**config.mk**
```make
export PLATFORM = sky130hd
export DESIGN_NAME = orient_hist
export DESIGN_NICKNAME = d
export VERILOG_FILES = /design/src/rtl/sift_desc_pkg.sv /design/src/rtl/sat_add.sv /design/src/rtl/orient_hist.sv
export SDC_FILE = /design/constraint.sdc
export NUM_CORES = 2
export LEC_CHECK = 0
export BUFFER_PORTS_ARGS = -buffer_cell sky130_fd_sc_hd__buf_4
export CAP_MARGIN = 20
export CORE_MARGIN = 1
export CORE_UTILIZATION = 36
export DETAILED_ROUTE_END_ITERATION = 10
export GPL_TIMING_DRIVEN = 0
export PLACE_DENSITY = 0.55
export SETUP_SLACK_MARGIN = 0.1
export SYNTH_ARGS = -nofsm -noshare
export SYNTH_HDL_FRONTEND = slang
export SYNTH_SLANG_ARGS = --single-unit
export TNS_END_PERCENT = 10
```
**constraint.sdc**
```tcl
create_clock -name clk -period 5.7 [get_ports clk]
set_clock_uncertainty 0.1 [all_clocks]
set_input_delay 0.285 -clock clk [delete_from_list [all_inputs] [get_ports clk]]
set_output_delay 0.285 -clock clk [all_outputs]
set_load 0.01 [all_outputs]
```
**src/rtl/sift_desc_pkg.sv**
```systemverilog
// -----------------------------------------------------------------------------
// sift_desc_pkg
// Shared constants and types for the SIFT descriptor orientation stages.
//   NBIN        : number of orientation bins (16)
//   CNT_DW_DEF  : default width of a histogram bin / histogram total
//   DW_DEF      : default width of one gradient magnitude sample
//   state_e     : orient_hist control states
//   dir_slot()  : maps bin k to its slice index in the packed dir bus
// -----------------------------------------------------------------------------
package sift_desc_pkg;

   localparam int NBIN       = 16;
   localparam int CNT_DW_DEF = 16;
   localparam int DW_DEF     = 8;

   typedef enum logic [1:0] {
      IDLE = 2'd0,
      ACC  = 2'd1,
      SCAN = 2'd2,
      EMIT = 2'd3
   } state_e;

   // Bin k lives in dir slice (k+8) mod 16; the 4-bit add wraps naturally.
   function automatic logic [3:0] dir_slot(input logic [3:0] k);
      return k + 4'd8;
   endfunction

endpackage

```
**src/rtl/sat_add.sv**
```systemverilog
// -----------------------------------------------------------------------------
// sat_add
// Saturating unsigned adder: y = min(a + b, 2^A_DW - 1).
//   a_i : A_DW-bit accumulator value
//   b_i : B_DW-bit increment (B_DW <= A_DW)
//   y_o : A_DW-bit saturated sum
// -----------------------------------------------------------------------------
module sat_add #(
   parameter int A_DW = 16,
   parameter int B_DW = 8
) (
   input  logic [A_DW-1:0] a_i,
   input  logic [B_DW-1:0] b_i,
   output logic [A_DW-1:0] y_o
);

   logic [A_DW:0] full;

   always_comb begin
      full = {1'b0, a_i} + {{(A_DW + 1 - B_DW){1'b0}}, b_i};
      y_o  = full[A_DW] ? {A_DW{1'b1}} : full[A_DW-1:0];
   end

endmodule

```
**src/rtl/orient_hist.sv**
```systemverilog
// -----------------------------------------------------------------------------
// orient_hist
// Builds a 16-bin orientation histogram from (bin, magnitude) samples, finds
// the dominant bin with a 16-cycle sequential scan, and hands the histogram,
// its total and the dominant index to the rotate/normalise stage.
//
// Ports:
//   clk        : clock, rising edge
//   rst        : asynchronous active-low reset
//   start      : begin a new region (IDLE only)
//   valid_in   : sample strobe (ACC only)
//   last       : final sample of region, qualified by valid_in
//   ori_bin    : 4-bit orientation bin of sample
//   mag        : gradient magnitude of sample
//   busy       : high in ACC, SCAN, EMIT
//   valid_sort : one-cycle pulse, outputs below carry a new result
//   data_sort  : dominant bin index (rotation offset)
//   dir        : packed histogram, bin k in slice (k+8) mod 16
//   dir_add    : saturated histogram total, 1 when the total is zero
//
// Build option: define ORIENT_HIST_SMOOTH_EN to make the scan compare the
// circularly smoothed value (b[k-1] + 2*b[k] + b[k+1]) >> 2 instead of b[k].
// -----------------------------------------------------------------------------
module orient_hist
   import sift_desc_pkg::*;
#(
   parameter int CNT_DW = CNT_DW_DEF,
   parameter int MAG_DW = DW_DEF
) (
   input  logic                     clk,
   input  logic                     rst,
   input  logic                     start,
   input  logic                     valid_in,
   input  logic                     last,
   input  logic [3:0]               ori_bin,
   input  logic [MAG_DW-1:0]        mag,
   output logic                     busy,
   output logic                     valid_sort,
   output logic [3:0]               data_sort,
   output logic [NBIN*CNT_DW-1:0]   dir,
   output logic [CNT_DW-1:0]        dir_add
);

   state_e                 state_q, state_d;

   logic [CNT_DW-1:0]      bin_q   [NBIN];
   logic [CNT_DW-1:0]      bin_inc [NBIN];
   logic [CNT_DW-1:0]      sum_q, sum_inc;

   logic [3:0]             k_q;
   logic [3:0]             idx_q;
   logic [CNT_DW+1:0]      max_q;
   logic [CNT_DW+1:0]      cand;

   logic                   valid_q;
   logic [3:0]             data_q;
   logic [NBIN*CNT_DW-1:0] dir_q;
   logic [CNT_DW-1:0]      dir_add_q;
   logic [NBIN*CNT_DW-1:0] dir_pack;

   logic                   accept;
   logic                   clear;

   assign accept = (state_q == ACC) && valid_in;
   assign clear  = (state_q == IDLE) && start;

   // ---------------- control FSM ----------------
   always_ff @(posedge clk or negedge rst) begin
      if (!rst) state_q <= IDLE;
      else      state_q <= state_d;
   end

   always_comb begin
      state_d = state_q;
      case (state_q)
         IDLE: if (start)             state_d = ACC;
         ACC:  if (valid_in && last)  state_d = SCAN;
         SCAN: if (k_q == 4'd15)      state_d = EMIT;
         EMIT:                        state_d = IDLE;
         default:                     state_d = IDLE;
      endcase
   end

   assign busy = (state_q != IDLE);

   // ---------------- accumulation ----------------
   // One adder per bin keeps the update path a plain register feedback, so
   // consecutive samples to the same bin always see the freshly written value.
   for (genvar gi = 0; gi < NBIN; gi++) begin : g_bin
      sat_add #(.A_DW(CNT_DW), .B_DW(MAG_DW)) u_bin_add (
         .a_i (bin_q[gi]),
         .b_i (mag),
         .y_o (bin_inc[gi])
      );

      localparam int SLOT = int'(dir_slot(4'(gi)));
      assign dir_pack[SLOT*CNT_DW +: CNT_DW] = bin_q[gi];
   end

   sat_add #(.A_DW(CNT_DW), .B_DW(MAG_DW)) u_sum_add (
      .a_i (sum_q),
      .b_i (mag),
      .y_o (sum_inc)
   );

   always_ff @(posedge clk or negedge rst) begin
      if (!rst) begin
         for (int k = 0; k < NBIN; k++) bin_q[k] <= '0;
         sum_q <= '0;
      end else if (clear) begin
         for (int k = 0; k < NBIN; k++) bin_q[k] <= '0;
         sum_q <= '0;
      end else if (accept) begin
         for (int k = 0; k < NBIN; k++)
            if (ori_bin == 4'(k)) bin_q[k] <= bin_inc[k];
         sum_q <= sum_inc;
      end
   end

   // ---------------- dominant-bin scan ----------------
`ifdef ORIENT_HIST_SMOOTH_EN
   logic [3:0] k_prev, k_next;
   always_comb begin
      k_prev = k_q - 4'd1;
      k_next = k_q + 4'd1;
      cand   = ({2'b00, bin_q[k_prev]} + {1'b0, bin_q[k_q], 1'b0}
                + {2'b00, bin_q[k_next]}) >> 2;
   end
`else
   assign cand = {2'b00, bin_q[k_q]};
`endif

   // Max starts at zero and only a strictly greater value replaces it, so ties
   // keep the lowest index and an empty histogram reports bin 0.
   always_ff @(posedge clk or negedge rst) begin
      if (!rst) begin
         k_q   <= '0;
         idx_q <= '0;
         max_q <= '0;
      end else if (accept && last) begin
         k_q   <= '0;
         idx_q <= '0;
         max_q <= '0;
      end else if (state_q == SCAN) begin
         k_q <= k_q + 4'd1;
         if (cand > max_q) begin
            max_q <= cand;
            idx_q <= k_q;
         end
      end
   end

   // ---------------- result registers ----------------
   // Loaded only when leaving EMIT, so they hold until the next region's EMIT.
   always_ff @(posedge clk or negedge rst) begin
      if (!rst) begin
         valid_q   <= 1'b0;
         data_q    <= '0;
         dir_q     <= '0;
         dir_add_q <= '0;
      end else begin
         valid_q <= 1'b0;
         if (state_q == EMIT) begin
            valid_q   <= 1'b1;
            data_q    <= idx_q;
            dir_q     <= dir_pack;
            dir_add_q <= (sum_q == '0) ? CNT_DW'(1) : sum_q;
         end
      end
   end

   assign valid_sort = valid_q;
   assign data_sort  = data_q;
   assign dir        = dir_q;
   assign dir_add    = dir_add_q;

endmodule

```
==> out/qor.yml <==
global_route:
  grt_pass1_wl_mm: 166
  gr-total-overflow: 0
  antenna_found_initial: 5
  track_usage: 0.248
  grt_max_degree: 117
  grt_pass1_vias: 24800
clock_network:
  cts_tree: "built"
  h-tree-depth: 3
  cts_sinks: 575
  post_cts_resized: 0
  cts_buffers: 70
  cts_setup_buffers: 0
  cts-root-buf: "clkbuf_16"
  cts.path.max_buffers: 3
  insertion_delay_ps: 660
  clk_pin_slew_ps: 60
power:
  swShare: 0.356
  seq_power_share: 0.352
  p_switching_w: 0.00522
  leakagePower_nw: 17.8
  intPower_w: 0.00945
  clkPwrFrac: 0.321
  ir_worst_vdd_uv: 313
  finalPower_w: 0.0147
  comb_power_share: 0.328
  power.density_nw_per_um2: 384
yosys:
  synthesis.nets: 3057
  syn_avg_cell_area_um2: 11.1
  yosys-top-cells-area: "dfrtp_1, mux2_2, ha_1, mux4_2, a21oi_1"
  synth.distinct_cells: 86
  netlist_instances: 2865
  ys_dominant_reg_cell: "dfrtp_1"
  synth_edf_count: 0
  yosysTopAreaCellShare: 0.452
  yosysWarnings: 0
  synth_area_um2: 31900
  synth-seq-cells: 575
  synthArstFlopShare: 1.00
  yosys.area.top_type: "dfrtp_1"
  ys_seq_area_frac: 0.452
sta:
  worstMarginPinSlew_ps: 1210
  tns_ps: 0
  slew_viol_final: 0
  timing.slew.headroom: 0.196
  fmax_ghz: 0.206
  hold_viol: 0
  period_minus_slack_ps: 4860
  setup_viol: 0
  fin_crit_sh: 0.852
  rsz0062_at_grt: "no"
critical_path:
  r2r_cells: 11
  critPathLaunch: "k_q[1]$_DFFE_PN0P_"
  path_max_fanout: 10
  start_kind: "flip-flop"
  critPathArrivalTime_ps: 5320
  reg2reg_slack_ps: 840
  end_kind: "flip-flop"
  r2r_start: "k_q[1]$_DFFE_PN0P_"
  crit_end: "max_q[10]$_DFFE_PN0P_"
  reg2reg_to: "max_q[10]$_DFFE_PN0P_"
  crit_type: "reg2reg"
  crit_required_ps: 6160
floorplanning:
  die_w_um: 300
  dieArea_um2: 89700
  die_h_um: 300
  coreArea_um2: 87200
  io_pins: 295
  start_util: 0.366
  rows: 108
route:
  routed_via_density: 5.75
  first_pass_iters: 7
  ant_nets: 0
  drc: 0
  wire_per_inst_um: 25.2
  vias: 25600
  drt_iter0_drc: 2274
  routed_wl_mm: 112
layout:
  final_area_um2: 38200
  utilization: 0.438
  nNetsFinal: 3437
  drive_above_1_share: 0.252
  stdcell_count: 4452
  syn2layout_area_growth_pct: 19.9
place:
  dp_cells: 4325
  gp_congestion: 0.937
  post_dp_cell_area_um2: 35800
  io_buffers: 294
  dp.final_hpwl_mm: 83.6
job:
  drv_cap: 0
hold_path:
  hold_class: "in2reg"
run_status:
  status: "complete, no violations"
[what timing repair did]
action                                  in CTS  in global routing
endpoints found under the setup margin       0                  0
hold buffers                                 3                  0
endpoints found under the hold margin       83                  0
[stage by stage]
stage / setup WS (ps) / hold WS [ps]
after global routing: 766 / 95.0
final: 845 / 39.5
after detailed placement: 1010 / 228
after global placement: -2520 / 384
after floorplan: 2050 / -111
after CTS: 949 / 9.14
[cell usage in the layout (no fill, tap or decap), types with 15 or more instances in the layout]
master	synthesis	routed
a31oi_1	77	77
nor2b_1	21	21
xor2_1	67	67
o211ai_1	16	16
clkbuf_1	103	113
a211oi_1	54	54
nand2_1	95	95
and4_1	22	22
clkbuf_16	0	72
a311oi_1	28	28
fa_1	17	17
a21oi_1	235	235
clkbuf_8	0	16
a21o_1	35	35
buf_2	15	15
nand3_1	67	67
buf_4	1	294
dfrtp_1	575	575
and2_1	27	27
and3_1	46	46
ha_1	158	158
a22o_1	21	21
xnor2_1	29	29
inv_1	88	87
nor2_1	167	167
nand2b_1	38	38
mux2_2	275	275
o21ai_0	191	191
mux4_2	80	80
nor3_1	87	87
nand4_1	15	15
[final cells by class]
cell class	instances	area, um2
Antenna cell	2	5.00
Buffer	129	544
Clock buffer	98	2060
Clock inverter	24	353
Fill cell	8250	49000
Inverter	88	330
Multi-Input combinational cell	2073	16600
Sequential cell	575	14400
Tap cell	1155	1450
Timing Repair Buffer	308	2480
[cells by family (layout without fill, tap and decap cells)]
logic type,count (synthesis),count (layout),synth area share
compound gates,802,802,0.162
xor+xnor,96,96,0.0264
fa+ha+maj,175,175,0.0727
buf+inv,217,647,0.0274
flops,575,575,0.452
mux,363,363,0.156
other cells,0,2,0
simple gates,637,637,0.104
[sequential cells by signal (all words and copies together), names as in the netlist, 4 cells and up]
register,flops
max_q,16
dir_add,16
bin_q,256
k_q,4
dir,256
data_sort,4
idx_q,4
sum_q,16
[cells in the mapped netlist, types with 8 or more instances]
library cell	instances
a211oi_1	54
a21o_1	35
a21oi_1	235
a22o_1	21
a311oi_1	28
a31oi_1	77
and2_1	27
and3_1	46
and4_1	22
buf_2	15
clkbuf_1	103
dfrtp_1	575
fa_1	17
ha_1	158
inv_1	88
mux2_2	275
mux2i_1	8
mux4_2	80
nand2_1	95
nand2b_1	38
nand3_1	67
nand4_1	15
nor2_1	167
nor2b_1	21
nor3_1	87
nor4_1	11
o211a_1	9
o211ai_1	16
o21a_1	11
o21ai_0	191
o21bai_1	14
o22ai_1	13
xnor2_1	29
xor2_1	67
[how the worst min path moves through the flow]
| stage | depth (start not counted) | from | endpoint |
|---|---|---|---|
| after floorplan | 0 | rst | bin_q[0]$_DFFE_PN0P_ |
| after global placement | 1 | max_q[1]$_DFFE_PN0P_ | max_q[1]$_DFFE_PN0P_ |
| after detailed placement | 1 | rst | dir[150]$_DFFE_PN0P_ |
| after CTS | 5 | last | state_q[1]$_DFFE_PN0P_ |
| after global routing | 5 | last | state_q[1]$_DFFE_PN0P_ |
| final | 5 | last | state_q[1]$_DFFE_PN0P_ |
[per-layer routing]
layer | GRT usage | wire (um) | part of all wire | vias up
met5 | 0 | 28 | 0.00025 | -
met4 | 0.0879 | 3950 | 0.035 | 4
met3 | 0.0450 | 8310 | 0.074 | 192
met2 | 0.391 | 51700 | 0.46 | 971
met1 | 0.343 | 48300 | 0.43 | 12800
li1 | - | - | - | 11600
[critical path: stages, from the launching register on]
cell and delay (ps):
dfrtp_1 570, buf_2 370, buf_1 710, mux4_2 480, mux4_2 520, ha_1 320
and4_1 220, nand3_1 140, o41a_1 460, a21oi_1 190, clkbuf_1 450, a22o_1 220
[power by group through the flow]
stage	Combinational [W]	Sequential [W]	Clock (W)
after floorplan	0.00290	0.00510	0
after global placement	0.00473	0.00522	0
after detailed placement	0.00480	0.00523	0
after CTS	0.00483	0.00516	0.00477
after global routing	0.00520	0.00521	0.00495
final	0.00481	0.00516	0.00470
Note: power is estimated with default switching activity, not from simulation.
